==> src/rtl/cascade_stage_eval.sv <==
// Haar cascade stage sequencer: fetches each stage's threshold and vote count,
// accumulates the signed weak-classifier votes with saturation, and ends the
// window on the first failing stage or after the last stage passes.
module cascade_stage_eval #(
    parameter int unsigned W_DATA   = 11,
    parameter int unsigned W_ADDR   = 5,
    parameter int unsigned N_STAGES = 25,
    parameter int unsigned W_ACC    = 16,
    parameter int unsigned W_LEN    = 8
) (
    input  logic              clk,
    input  logic              rst,
    input  logic              start_i,
    output logic              busy_o,
    output logic              rom_en_o,
    output logic [W_ADDR-1:0] rom_addr_o,
    input  logic [W_DATA-1:0] stage_thr_i,
    input  logic [W_LEN-1:0]  stage_len_i,
    input  logic              vote_valid_i,
    input  logic [W_DATA-1:0] vote_i,
    output logic              vote_ready_o,
    output logic              done_o,
    output logic              detect_o,
    output logic [W_ADDR-1:0] fail_stage_o
);

    localparam logic [W_ADDR-1:0]       LAST_STAGE = W_ADDR'(N_STAGES - 1);
    localparam logic signed [W_ACC-1:0] ACC_MAX    = {1'b0, {(W_ACC-1){1'b1}}};
    localparam logic signed [W_ACC-1:0] ACC_MIN    = {1'b1, {(W_ACC-1){1'b0}}};

    typedef enum logic [2:0] {
        S_IDLE,
        S_FETCH,
        S_LOAD,
        S_ACCUM,
        S_COMPARE,
        S_DONE
    } state_t;

    state_t                   state;
    logic [W_ADDR-1:0]        stage;
    logic signed [W_ACC-1:0]  acc;
    logic signed [W_ACC-1:0]  thr;
    logic [W_LEN-1:0]         len;
    logic [W_LEN-1:0]         count;

    logic                     hs_c;
    logic                     last_vote_c;
    logic                     pass_c;
    logic signed [W_ACC:0]    vote_ext_c;
    logic signed [W_ACC:0]    sum_c;
    logic signed [W_ACC-1:0]  acc_sat_c;

    assign rom_addr_o = stage;

    // Saturating vote sum, handshake and stage pass decode
    always_comb begin
        hs_c        = vote_valid_i && vote_ready_o;
        last_vote_c = (count == (len - W_LEN'(1)));
        pass_c      = (acc >= thr);
        vote_ext_c  = (W_ACC+1)'($signed(vote_i));
        sum_c       = (W_ACC+1)'(acc) + vote_ext_c;
        acc_sat_c   = W_ACC'(sum_c);
        if (sum_c[W_ACC] != sum_c[W_ACC-1]) begin
            acc_sat_c = sum_c[W_ACC] ? ACC_MIN : ACC_MAX;
        end
    end

    // Stage sequencing FSM with registered outputs
    always_ff @(posedge clk or posedge rst) begin
        if (rst) begin
            state        <= S_IDLE;
            stage        <= '0;
            acc          <= '0;
            thr          <= '0;
            len          <= '0;
            count        <= '0;
            busy_o       <= 1'b0;
            rom_en_o     <= 1'b0;
            vote_ready_o <= 1'b0;
            done_o       <= 1'b0;
            detect_o     <= 1'b0;
            fail_stage_o <= '0;
        end else begin
            rom_en_o <= 1'b0;
            done_o   <= 1'b0;
            case (state)
                S_IDLE: begin
                    if (start_i) begin
                        detect_o     <= 1'b0;
                        fail_stage_o <= '0;
                        stage        <= '0;
                        rom_en_o     <= 1'b1;
                        busy_o       <= 1'b1;
                        state        <= S_FETCH;
                    end
                end
                S_FETCH: begin
                    state <= S_LOAD;
                end
                S_LOAD: begin
                    thr   <= W_ACC'($signed(stage_thr_i));
                    len   <= stage_len_i;
                    acc   <= '0;
                    count <= '0;
                    if (stage_len_i != '0) begin
                        vote_ready_o <= 1'b1;
                        state        <= S_ACCUM;
                    end else begin
                        state <= S_COMPARE;
                    end
                end
                S_ACCUM: begin
                    if (hs_c) begin
                        acc   <= acc_sat_c;
                        count <= count + W_LEN'(1);
                        if (last_vote_c) begin
                            vote_ready_o <= 1'b0;
                            state        <= S_COMPARE;
                        end
                    end
                end
                S_COMPARE: begin
                    if (pass_c) begin
                        if (stage == LAST_STAGE) begin
                            detect_o     <= 1'b1;
                            fail_stage_o <= '0;
                            done_o       <= 1'b1;
                            state        <= S_DONE;
                        end else begin
                            stage    <= stage + W_ADDR'(1);
                            rom_en_o <= 1'b1;
                            state    <= S_FETCH;
                        end
                    end else begin
                        detect_o     <= 1'b0;
                        fail_stage_o <= stage;
                        done_o       <= 1'b1;
                        state        <= S_DONE;
                    end
                end
                S_DONE: begin
                    busy_o <= 1'b0;
                    state  <= S_IDLE;
                end
                default: begin
                    state <= S_IDLE;
                end
            endcase
        end
    end

endmodule

==> config.mk <==
export PLATFORM = sky130hd
export DESIGN_NAME = cascade_stage_eval
export DESIGN_NICKNAME = d
export VERILOG_FILES = /design/src/rtl/cascade_stage_eval.sv
export SDC_FILE = /design/constraint.sdc
export NUM_CORES = 1
export LEC_CHECK = 0
export CAP_MARGIN = 25
export CORE_MARGIN = 2
export CORE_UTILIZATION = 55
export CTS_CLUSTER_DIAMETER = 120
export DETAILED_ROUTE_END_ITERATION = 8
export DONT_BUFFER_PORTS = 1
export GPL_ROUTABILITY_DRIVEN = 0
export PLACE_DENSITY_LB_ADDON = 0.08
export RECOVER_POWER = 100
export SLEW_MARGIN = 20
export SYNTH_ARGS = -nofsm -noshare
export SYNTH_HDL_FRONTEND = slang
export SYNTH_SLANG_ARGS = --single-unit
==> constraint.sdc <==
create_clock -name clk -period 2.6 [get_ports clk]
set_input_delay 0.39 -clock clk [delete_from_list [all_inputs] [get_ports clk]]
set_output_delay 0.39 -clock clk [all_outputs]
set_load 0.02 [all_outputs]
Yosys cells after proc, flatten, opt, wreduce, memory -nomap -nowiden

Cells that the tools add are included.

Bits in registers: 61
Output and inout bits: 15
Word-level logic and storage cells: 81

Add/sub/neg operators: 4
Order comparisons: 1
Equal/unequal tests: 15
Multiplexer cells: 37
Reduce and logical (&&, ||, !) cells: 12

Operators by type and width:

| operator              | number |
|---|---|
| $mux W16              | 3 |
| $pmux W16 S2          | 1 |
| $mux W5               | 5 |
| $pmux W5 S2           | 2 |
| $mux W3               | 6 |
| $add A16 B11 Y17      | 1 |
| $ge A16 B11 Y1        | 1 |
| $pmux W8 S2           | 1 |
| $pmux W3 S5           | 1 |
| $mux W1               | 13 |
| $ne A2 B2 Y1 const B  | 6 |
| $add A8 B1 Y8 const B | 1 |
| $eq A8 B8 Y1          | 1 |
| $mux W8               | 1 |
| $pmux W1 S2           | 4 |
| $reduce_and A4 Y1     | 2 |
| $reduce_bool A8 Y1    | 1 |
| $sub A8 B1 Y8 const B | 1 |
| $eq A3 B2 Y1 const B  | 2 |
| $eq A3 B3 Y1 const B  | 2 |
| $reduce_and A3 Y1     | 2 |
| $reduce_bool A2 Y1    | 3 |
| $add A5 B1 Y5 const B | 1 |
| $eq A5 B5 Y1 const B  | 1 |
| other kinds (6)       | 7 |

Logic depth before layout (Yosys ltp)

Gate-level depths: netlist of the first run.

Depth after elaboration: 5
Depth in mapped cells: 11

Least setup slack after synthesis of the first run

Ideal clock, no wire load.

Kind: input to register
From: input port vote_i[0]
To: register acc[3]
Arrival: 2324 ps
Data required time: 2517 ps
Slack: 193 ps
Stages: 11
Buffers on the path: 1
Cell sequence: ha_1 -> inv_1 -> fa_1 -> nor2b_1 -> o31a_1 -> or3_4 -> a211oi_2 -> xnor2_1 -> buf_4 -> nor2_1 -> o21ai_0

Word-level cells in the longest chain between the ends: 5
Elaborated cells between the ends (all ways): 6
Those cells by class: 1 x add/sub; 1 x eq/ne; 4 x mux

Ends and longest elaborated chain:

| what                                            | line   | RTL |
|---|---|---|
| start: declaration                              | 20     | `input logic [W_DATA-1:0] vote_i,` |
| $add A16 B11 Y17 *                              | 62     | `sum_c = (W_ACC+1)'(acc) + vote_ext_c;` |
| $mux W16 / $ne A1 B1 Y1 (equally long branches) | 65, 64 |  |
| $mux W16 *                                      | 64     | `if (sum_c[W_ACC] != sum_c[W_ACC-1]) begin` |
| $mux W16 *                                      | 114    | `if (hs_c) begin` |
| $pmux W16 S2 *                                  | 87     | `case (state)` |
| end signal: assignment                          | 115    | `acc <= acc_sat_c;` |
| end: declaration                                | 42     | `logic signed [W_ACC-1:0] acc;` |

Mark *: on every way between the ends. The rest lies on a longest branch, timed or not. The select of a mux whose other input is x is not followed.
A chain may end at the register's enable or synchronous reset.

Final worst setup path of the first run

From: register acc[0]
To: register acc[8]

Word-level cells in the longest chain between the ends: 5
Elaborated cells between the ends (all ways): 6
Those cells by class: 1 x add/sub; 1 x eq/ne; 4 x mux

Ends and longest elaborated chain:

| what                                            | line |
|---|---|
| $add A16 B11 Y17 *                              | 62 |
| $mux W16 / $ne A1 B1 Y1 (equally long branches) | 65, 64 |
| $mux W16 *                                      | 64 |
| $mux W16 *                                      | 114 |
| $pmux W16 S2 *                                  | 87 |

Marked as above.

==> flow_results.org, run 1 <==
** Outcome
- Status :: complete, but fails checks
- Violations in the final reports :: max-capacitance violations

** Pwr
- Lkg Pwr :: 2.12 nW
- Across the VDD grid, the largest voltage drop is 0.275 mV.
- In this run the power density over the cells is 420 mW/mm^2.
- Summing internal, switching and leakage power gives 1.87 mW.

** Yosys
- The biggest area contributor in the post-synthesis netlist is sky130_fd_sc_hd__dfrtp_1.
- Most instantiated flip-flop cell in the synthesis netlist :: sky130_fd_sc_hd__dfrtp_1
- The top cell type by area accounts for 38.2% of the synthesized area.
- Synth top area cells :: sky130_fd_sc_hd__dfrtp_1, sky130_fd_sc_hd__ha_1, sky130_fd_sc_hd__o21ai_0, sky130_fd_sc_hd__nand2_1, sky130_fd_sc_hd__nor2_1
- The synthesized netlist contains 56 unique library cells.
- After synthesis, the share of flip-flops with an asynchronous set or reset is 100%.
- In this run the cell area of the synthesized design comes to 0.00399 sq mm.
- Sequential cells were found to cover 38.2% of the synthesized design area.
- Count of flip-flops with a built-in enable after synthesis :: 0
- Leading cell type by number of instances after synthesis :: sky130_fd_sc_hd__dfrtp_1
- Synthesis produced a netlist whose cell count is 444.
- Yosys printed 0 warnings.
- Most numerous cell types in the synthesized netlist :: sky130_fd_sc_hd__dfrtp_1, sky130_fd_sc_hd__nand2_1, sky130_fd_sc_hd__o21ai_0
- When the netlist entered floorplanning its net count stood at 515.
- Dividing the synthesized area by the synthesized cell count gives 9.00 sq um.
- Post-synthesis sequential element count :: 61

** Floorplan
- Horizontal extent of the die :: 89.2 um
- The initialized floorplan defines 31 standard-cell rows.
- Starting density of the core :: 56.0%
- In this run the vertical extent of the chip is 89.2 um.
- Pin placement for this block handled 49 I/O pins.
- The die covers 0.00796 sq mm.
- Floorplan Core Area :: 0.00714 sq mm

** Critical path
- Reg-to-reg slack, setup :: 0.02 ns
- In this run the critical register-to-register path is launched from acc[0].
- Grouping stages by cell kind, the critical path spends the most delay in compound AO/OA/AOI/OAI gates.
- The critical path in this run is classified as flop to flop.
- Reg2reg path depth :: 10
- Type of destination of the critical path :: flop
- The endpoint identified for the worst register-to-register timing path is acc[8].
- Walking the worst path, the cells encountered are ha_2 -> inv_1 -> fa_2 -> nor2b_1 -> o31a_1 -> or3_4 -> a211oi_4 -> xnor2_2 -> a2111oi_0 -> o21ai_1.
- For this design, the slowest cell found on the critical path is sky130_fd_sc_hd__a2111oi_0.
- STA classifies the critical path startpoint as a flop.
- Critical Path Max Stage Delay :: 0.40 ns
- Worst-path fanout max :: 4
- Together, buffers and inverters on the worst path number 1.
- Data arrival at the endpoint of the critical path :: 2.80 ns
- For the worst setup path, the data required time is 2.82 ns.

** STA
- The worst pin sits at a relative slew slack of 0.662%.
- Max Transition Viols Final :: 0
- Final hold violation count :: 0
- Hold slack final :: 0.161 ns
- For the pin with the worst max-slew slack, the measured transition is 1.49 ns.
- Worst Setup Slack, final :: 0.0153 ns
- Tmin final :: 2.58 ns
- Of the available clock period, the critical path in the final layout requires 99.4%.
- Across the routed clock network, the largest skew measured is 0.00751 ns.
- For this run, the top clock speed supported by timing is 387 MHz.
- Finish-stage setup viols :: 0

** Finish
- Final net count :: 531
- Cells with a size suffix above 1 make up 12.0% of the layout.
- Relative to the synthesized area, the layout overhead comes to 11.5%.
- Antenna diodes :: 0

** Route
- Per-cell routed wire length :: 15.4 um
- The count of nets left with antenna violations once routing finished came out at 0.
- In the routed layout, each cell is associated on average with a via count of 5.75.
- Number of vias in the routed layout :: 3242
- Count of unresolved DRC violations after routing :: 0
- Starting DRC count in detailed routing :: 119
- Length of the first detailed-routing pass in iterations :: 4
- Total Routed Length :: 8700 um

** Global routing
- Entering global routing, the biggest net connects 62 pins.
- The first global-routing pass estimated 13900 um of wire.
- The via count of the first global-routing pass came to 3036.
- Global route total overflow :: 0
- Initial antenna violation count :: 0
- Global routing usage summed across all routing layers :: 22.8%

** Clock network
- The tree built by TritonCTS fans out to 61 sinks.
- The clock reaches the later pin of the worst-skew pair after 0.34 ns.
- CTS clock-pin slew for the worst setup and hold paths :: 0.07 ns
- Clock tree from TritonCTS :: done
- In this run the clock root is driven by a sky130_fd_sc_hd__clkbuf_8.
- Counting along the longest clock path gives a buffer depth of 2.
- Number of clock buffers inserted by TritonCTS :: 9
- H-Tree Depth :: 3

** Worst hold path
- In this run the most critical hold path is launched from stage_thr_i[1].
- The worst hold path passes through 2 cells.
- The worst hold path terminates at thr[1].
- Classification of the worst-slack hold path :: input pin to flop

** Place
- Buffers placed on the I/O ports in this run total 0.
- Detail Placement HPWL :: 6490 um
- Prior to clock tree synthesis, the placed netlist has a worst setup slack of 0.0168 ns.

** Run
- Count of max-cap constraint violations :: 1
==> kinds of logic (layout without fill, tap and decap cells) <==
logic type               count (synthesis)  in the layout  synth area share [%]
AO/OA/AOI/OAI                          124            124                  19.5
XOR/XNOR                                26             26                  5.70
adder cells (fa/ha/maj)                 37             37                  11.8
buffers and inverters                   34             55                  3.32
flip-flops                              61             61                  38.2
multiplexers                            13             13                  3.57
AND/OR/NAND/NOR                        149            149                  17.9
==> layer usage <==
layer	part of all wire (%)	vias to the layer above	track usage (%)
met5	0	-	0
met4	1.0	0	5.29
met3	3.4	8	5.63
met2	47	48	36.8
met1	48	1549	31.1
li1	-	1637	-
==> stage by stage <==
step | instance area, sq um | std cells | util [%] | setup TNS (ns)
CTS | 4390 | 563 | 61.5 | 0
detailed placement | 4180 | 547 | 58.6 | 0
floorplan | 3990 | 444 | - | 0
global placement | 4180 | 547 | 58.6 | 0
finish | 4450 | 564 | 62.4 | 0
global route | 4450 | 564 | 62.4 | -0.102
==> final cells by class <==
class	instances	area, sq um
fillers	643	2680
multi-input cells	349	2410
flip-flops and latches	61	1530
clock buffers	9	124
well taps	99	124
repair buffers	15	106
inverters	24	90.1
clock inverters	7	76.3
==> power breakdown <==
group,internal (mW),switching [mW]
Clock,0.445,0.394
Combinational,0.0284,0.0537
Sequential,0.949,0
==> worst reg2reg max path: cells and delay by family, from the launching register on <==
kind,cells,cell delay [ns]
compound gates,4,1.00
buf+inv,1,0.07
xor+xnor,1,0.17
fa+ha+maj,2,0.40
flops,1,0.39
simple gates,2,0.43
==> how the worst max path moves through the flow <==
stage	slack, ns	from	cells after the start	to
after floorplan	0.19	vote_i[0]	11	acc[3]
after global placement	0.07	acc[7]	8	fail_stage_o[2]
after detailed placement	0.02	acc[7]	8	fail_stage_o[2]
after CTS	0.007	acc[0]	11	acc[9]
after global routing	-0.04	acc[0]	10	acc[8]
final	0.02	acc[0]	10	acc[8]
==> sequential cells by signal, summed over array words and instances, names as in the netlist <==
| signal | count |
|---|---|
| rom_addr_o | 5 |
| done_o | 1 |
| busy_o | 1 |
| fail_stage_o | 5 |
| acc | 16 |
| thr | 11 |
| count | 8 |
| rom_en_o | 1 |
| vote_ready_o | 1 |
| state | 3 |
| len | 8 |
| detect_o | 1 |
==> repair_timing <==
action,4_1_cts,5_1_grt
hold buffers,0,0
setup buffers,0,1
endpoints found under the setup margin,1,24
pin swaps,0,2
gates resized for setup,1,22
==> cell usage in the layout (no fill, tap or decap), types with 3 or more instances in the layout <==
cell                       instances
sky130_fd_sc_hd__o21ai_0          36
sky130_fd_sc_hd__nand3_1          14
sky130_fd_sc_hd__a211o_1           3
sky130_fd_sc_hd__a21oi_1          25
sky130_fd_sc_hd__nand3b_1          3
sky130_fd_sc_hd__and2_1            3
sky130_fd_sc_hd__nor4_1            3
sky130_fd_sc_hd__nor3_1            6
sky130_fd_sc_hd__nand4_1           9
sky130_fd_sc_hd__nand2_1          52
sky130_fd_sc_hd__o211ai_1          3
sky130_fd_sc_hd__clkinv_4          3
sky130_fd_sc_hd__nor2b_1           4
sky130_fd_sc_hd__a21o_1            6
sky130_fd_sc_hd__o21a_1            5
sky130_fd_sc_hd__clkbuf_8          9
sky130_fd_sc_hd__dfrtp_1          61
sky130_fd_sc_hd__a22o_1            6
sky130_fd_sc_hd__buf_4            11
sky130_fd_sc_hd__xor2_1           14
sky130_fd_sc_hd__a31oi_1           4
sky130_fd_sc_hd__inv_1            22
sky130_fd_sc_hd__mux2i_1           3
sky130_fd_sc_hd__mux2_2           10
sky130_fd_sc_hd__nor2_1           39
sky130_fd_sc_hd__o21ai_1           9
sky130_fd_sc_hd__ha_1             34
sky130_fd_sc_hd__nand2b_1          3
sky130_fd_sc_hd__xnor2_1          11
Note: power is estimated with default switching activity, not from simulation.
==> inputs of run 2 (changes only) <==
==> constraint.sdc (replaced) <==
create_clock -name clk -period 2.75 [get_ports clk]
set_input_delay 0.4125 -clock clk [delete_from_list [all_inputs] [get_ports clk]]
set_output_delay 0.4125 -clock clk [all_outputs]
set_load 0.02 [all_outputs]
==> flow_results.org, run 2 (same netlist as run 1, synthesis figures left out) <==
** Clock network
- Clock Path Buffers :: 2
- Clock insertion delay at the later pin of the skew report :: 0.34 ns
- Root buffer selected by CTS :: sky130_fd_sc_hd__clkbuf_8
- After clock tree synthesis, the clock-pin slew on the worst setup and hold paths is 0.08 ns.
- H-Tree Depth :: 3
- In this run the post-CTS setup repair buffer count came out at 0.
- TritonCTS created 9 clock buffers.
- Clock Sinks :: 61
- TritonCTS built the clock tree.

** Global routing
- Number of global-route vias before repair :: 2958
- The initial antenna violation count is 0.
- The first global-routing pass estimated 14000 um of wire.
- Global routing usage summed across all routing layers :: 22.7%
- Maximum number of pins on one net before global-route repair :: 33
- Global route total overflow :: 0

** Worst hold path
- Classification of the worst-slack hold path :: input pin to flop
- The startpoint identified for the worst hold timing path is stage_thr_i[4].
- For hold timing, the worst endpoint is thr[4].
- The worst hold path passes through 2 cells.

** Pwr
- Dividing total power by cell area gives a power density of 443 mW/mm^2.
- Of the total power, combinational logic draws 3.8%.
- Internal Pwr Total :: 1.53 mW
- Registers are responsible for 45.8% of the overall power.
- Worst IR Drop VDD :: 0.408 mV
- Portion of total power attributed to the clock network :: 50.4%
- Net switching is 22.0% of the power.
- Lkg Pwr :: 2.11 nW
- For this design the total switching power over the nets is 0.430 mW.

** Place
- Detail Placement HPWL :: 6650 um
- During placement, the flow inserted port buffers numbering 0.
- OpenSTA, run right after detailed placement, puts the worst setup slack at 0.0753 ns.

** Finish
- Final net count :: 527
- Cells with a size suffix above 1 make up 8.89% of the layout.
- Antenna diodes :: 0
- Top register by number of flip-flops :: acc
- Area delta synth->final :: 10.6%
- The register with the most flip-flops in the layout has 16 of them.
- Fill cells in the final layout number 647.
- The library cells used most frequently in the layout, excluding fill and tap cells, are sky130_fd_sc_hd__dfrtp_1, sky130_fd_sc_hd__nand2_1, sky130_fd_sc_hd__o21ai_0.
- Top flop regs :: acc: 16 flops, thr: 11 flops
- Leading cell type in the layout, fill and taps excluded :: sky130_fd_sc_hd__dfrtp_1

** Floorplan
- For this design the top-level I/O count stands at 49.
- Starting density of the core :: 56.0%
- The floorplan step set the die height to 89.2 um.
- Horizontal extent of the die :: 89.2 um
- Floorplan Core Area :: 0.00714 sq mm
- Core Rows :: 31
- Area of the die :: 0.00796 sq mm

** STA
- For the pin with the worst max-slew slack, the measured transition is 1.21 ns.
- Sum of negative setup slack :: 0 ns
- The worst pin sits at a relative slew slack of 19.5%.
- Unrepaired setup endpoints after global routing :: no
- The final critical path takes up 94.3% of the cycle.
- The number of hold violations in the final report came to 0.
- Based on the critical path, the design can be clocked at up to 385 MHz.
- Clock skew after layout :: 0.00979 ns
- Finish-stage setup viols :: 0
- Tmin final :: 2.59 ns
- The worst path meets setup with 0.156 ns of slack.
- The count of pins over their slew limit is 0.

** Route
- Length of the first detailed-routing pass in iterations :: 4
- Via-to-Cell Ratio :: 5.80
- In this run, the number of DRC markers left after iteration 0 of detailed routing was 171.
- Per-cell routed wire length :: 15.8 um
- Count of unresolved DRC violations after routing :: 0
- Number of vias in the routed layout :: 3250
- Summed over all layers, the routed wires come to 8850 um.
- Once detail routing completed, the nets flagged for antenna violations numbered 0.

** Critical path
- Reg-to-reg endpoint :: acc[14]
- Type of destination of the critical path :: flop
- Startpoint of the worst-slack reg-to-reg timing path :: acc[0]
- The critical path is of the flop to flop type.
- Reg2reg path depth :: 10
- In this run the worst path has a maximum fanout of 5.
- Data arrives at the worst endpoint at 2.81 ns.
- CP required :: 2.96 ns
- The worst setup path is launched from a flop.
- Reg-to-reg slack, setup :: 0.16 ns

** Outcome
- Status :: finished clean

** Run
- Count of max-cap constraint violations :: 0
-- run 2: timing repair --
action | in CTS | in global routing
gates resized for setup | 0 | 6
hold buffers | 0 | 0
setup endpoints to repair | 0 | 9
endpoints found under the hold margin | 0 | 0
-- run 2: metrics by stage --
stage | instance area, sq um | std cells | total power [mW] | hold WS (ns) | utilization [%]
after floorplan | 3990 | 444 | 0.973 | 0.482 | -
after global placement | 4160 | 544 | 0.989 | 0.419 | 58.3
after detailed placement | 4160 | 544 | 0.990 | 0.429 | 58.3
after CTS | 4410 | 560 | 1.98 | 0.0564 | 61.8
after global routing | 4420 | 560 | 2.03 | 0.182 | 61.9
final | 4420 | 560 | 1.96 | 0.184 | 61.9
-- run 2: worst max-delay path, cell delays in order (launching register included) --
cell                       delay, ns
sky130_fd_sc_hd__dfrtp_1        0.39
sky130_fd_sc_hd__ha_1           0.22
sky130_fd_sc_hd__inv_1          0.08
sky130_fd_sc_hd__fa_1           0.20
sky130_fd_sc_hd__nor2b_1        0.07
sky130_fd_sc_hd__o31a_1         0.28
sky130_fd_sc_hd__or3_4          0.39
sky130_fd_sc_hd__a211oi_4       0.25
sky130_fd_sc_hd__xnor2_2        0.15
sky130_fd_sc_hd__nor4b_2        0.33
sky130_fd_sc_hd__o21ai_0        0.12
-- run 2: cell type report --
class	instances	area, sq um	area share, %
multi-input cells	349	2360	53.5
repair buffers	11	67.6	1.53
well taps	99	124	2.80
clock inverters	7	124	2.80
inverters	24	90.1	2.04
flip-flops and latches	61	1530	34.6
clock buffers	9	124	2.80
-- run 2: layer usage --
metal / part of all wire (%) / GRT usage, % / vias up
li1: - / - / 1630
met4: 0.81 / 4.07 / 0
met5: 0 / 0 / -
met1: 48 / 31.8 / 1563
met2: 47 / 35.7 / 49
met3: 4.1 / 6.19 / 8
-- run 2: worst max-delay path by stage --
stage	from	slack, ns	endpoint	depth (start not counted)
6_report	acc[0]	0.16	acc[14]	10
5_1_grt	acc[7]	0.003	fail_stage_o[2]	8
4_1_cts	acc[0]	0.09	acc[14]	10
3_5_place_dp	vote_i[0]	0.08	acc[14]	10
3_3_place_gp	vote_i[0]	0.14	acc[14]	10
2_1_floorplan	vote_i[0]	0.32	acc[10]	11
-- run 2: power by group through the flow --
stage | clock, mW | combinational, mW | sequential [mW]
5_1_grt | 1.04 | 0.0871 | 0.896
3_3_place_gp | 0 | 0.0749 | 0.914
6_report | 0.986 | 0.0750 | 0.897
2_1_floorplan | 0 | 0.0591 | 0.914
3_5_place_dp | 0 | 0.0763 | 0.914
4_1_cts | 1.01 | 0.0767 | 0.896
==> inputs of run 3 (changes only) <==
--- a/config.mk
+++ b/config.mk
@@ -12,8 +12,9 @@
 export DETAILED_ROUTE_END_ITERATION = 8
 export DONT_BUFFER_PORTS = 1
 export GPL_ROUTABILITY_DRIVEN = 0
+export HOLD_SLACK_MARGIN = 0.06
 export PLACE_DENSITY_LB_ADDON = 0.08
-export RECOVER_POWER = 100
+export RECOVER_POWER = 50
 export SLEW_MARGIN = 20
 export SYNTH_ARGS = -nofsm -noshare
 export SYNTH_HDL_FRONTEND = slang
==> flow_results.org, run 3 (same netlist as run 1, synthesis figures left out) <==
** Finish
- Top register by number of flip-flops :: acc
- Antenna diodes :: 0
- The library cell used most frequently in the layout, excluding fill and tap cells, is sky130_fd_sc_hd__dfrtp_1.
- Fraction of final layout cells with drive strength greater than 1 :: 9.96%
- In the layout the commonest cells are sky130_fd_sc_hd__dfrtp_1, sky130_fd_sc_hd__nand2_1, sky130_fd_sc_hd__o21ai_0.
- The final layout contains 528 nets.
- The largest registers in the layout are acc: 16 flops, thr: 11 flops.
- Number of flip-flops under the largest register name :: 16
- Area delta synth->final :: 11.2%

** Global routing
- In the global route stage, overall resource usage came out at 22.7%.
- The via count of the first global-routing pass is 2970.
- The initial antenna violation count came to 0.
- Entering global routing, the biggest net connects 33 pins.
- Summed over all layers, the global routing overflow is 0.
- Wire length of the first global-routing pass :: 14000 um

** Clock network
- The longest clock path from root to sink contains 2 buffers.
- The clock reaches the later pin of the worst-skew pair after 0.34 ns.
- Number of setup buffers added after CTS :: 0
- H-Tree Depth :: 3
- Clock tree from TritonCTS :: done
- The number of clock buffers added by TritonCTS is 9.
- Clock-pin slew was measured on the worst setup and hold paths at 0.08 ns.
- The clock drives 61 sinks.
- Root buffer selected by CTS :: sky130_fd_sc_hd__clkbuf_8

** Floorplan
- Floorplan Core Area :: 0.00714 sq mm
- Area of the die :: 0.00796 sq mm
- Core Rows :: 31
- Count of boundary I/O pins :: 49
- Starting density of the core :: 56.0%
- Horizontal extent of the die :: 89.2 um
- The floorplan step set the die height to 89.2 um.

** STA
- The tightest hold path in the finished design has a slack of 0.186 ns.
- Final hold violation count :: 0
- The worst pin sits at a relative slew slack of 19.1%.
- Setup repair after global routing left no endpoint under its margin.
- At the pin with the least slew margin, the transition time is 1.21 ns.
- Setup violations remaining at the end of the flow were counted as 0.
- The count of pins over their slew limit came to 0.
- Tmin final :: 2.60 ns
- Derived from the worst setup path, the maximum achievable clock frequency is 385 MHz.
- Setup total negative slack on the finished layout was measured at 0 ns.
- After layout, the worst path uses 94.4% of the clock period.
- Clock skew after layout :: 0.00969 ns

** Critical path
- Data on the critical path arrives at its endpoint at 2.83 ns.
- The worst setup path is captured at a flop.
- Worst-path fanout max :: 5
- STA classifies the critical path startpoint as a flop.
- CP required :: 2.99 ns
- In this run the register-to-register setup slack is 0.15 ns.
- The critical path is of the flop to flop type.

** Outcome
- Status :: finished clean

** Pwr
- For this design the ratio of total power to cell area is 441 mW/mm^2.
- For this design the static power due to leakage is 2.13 nW.
- The worst-case IR drop observed on VDD is 0.407 mV.
- Total power for the finished layout comes to 1.96 mW.

** Route
- Per-cell routed wire length :: 15.8 um
- The pre-antenna-repair detailed-routing pass consisted of 4 iterations.
- The detailed router placed 3255 vias in this run.
- The detailed router finished its first iteration with 163 violations.
- Remaining number of nets flagged by the antenna check after routing :: 0
- Count of unresolved DRC violations after routing :: 0
- Via-to-Cell Ratio :: 5.80
- Summed over all layers, the routed wires come to 8880 um.

** Worst hold path
- The tightest min-delay check is of the input pin to flop type.

** Place
- Number of input and output port buffers inserted :: 0
- After legalization and detailed placement, the total HPWL measured 6650 um.

** Run
- Across the run, the number of max-cap violations was 0.
## run 3: worst paths after layout
| path | cells after the start | to | from |
|---|---|---|---|
| worst min-delay path | 2 | thr[4] | stage_thr_i[4] |
| worst min register to register | 2 | acc[15] | acc[15] |
| worst max-delay path | 8 | fail_stage_o[2] | acc[7] |
| min in group asynchronous | 2 | thr[2] | rst |
| max in group asynchronous | 3 | len[1] | rst |
| worst max register to register | 8 | fail_stage_o[2] | acc[7] |
## run 3: timing repair
action	4_1_cts	5_1_grt
hold buffers	1	0
hold endpoints to repair	8	0
endpoints found under the setup margin	0	9
resized for setup	0	6
## run 3: report_power, final
part / internal (mW) / switching [mW]
sequential: 0.897 / 0
clock: 0.606 / 0.380
combinational: 0.0264 / 0.0501
## run 3: worst max-delay path: stages (launching register included)
cell	delay [ns]
sky130_fd_sc_hd__dfrtp_1	0.43
sky130_fd_sc_hd__ha_1	0.34
sky130_fd_sc_hd__a211oi_1	0.24
sky130_fd_sc_hd__o21ai_0	0.16
sky130_fd_sc_hd__o2bb2ai_1	0.16
sky130_fd_sc_hd__or4_4	0.51
sky130_fd_sc_hd__a31oi_2	0.23
sky130_fd_sc_hd__a31oi_1	0.14
sky130_fd_sc_hd__a32o_1	0.27
## run 3: layout make-up
| cell class | count | area, sq um |
|---|---|---|
| well taps | 99 | 124 |
| flip-flops and latches | 61 | 1530 |
| multi-input cells | 349 | 2360 |
| repair buffers | 12 | 90.1 |
| clock inverters | 7 | 124 |
| inverters | 24 | 90.1 |
| fillers | 643 | 2690 |
| clock buffers | 9 | 124 |
## run 3: metal layers
layer / track usage [%] / share of wire, %
met4: 4.07 / 0.83
met2: 35.9 / 47
met3: 6.19 / 4.3
met1: 31.8 / 48
met5: 0 / 0
## run 3: per-stage QoR
step | cells | setup slack (ns) | area (sq um) | utilization, %
finish | 561 | 0.155 | 4440 | 62.3
global route | 561 | 0.000436 | 4440 | 62.3
CTS | 561 | 0.0855 | 4420 | 61.9
floorplan | 444 | 0.321 | 3990 | -
global placement | 544 | 0.135 | 4160 | 58.3
detailed placement | 544 | 0.0753 | 4160 | 58.3
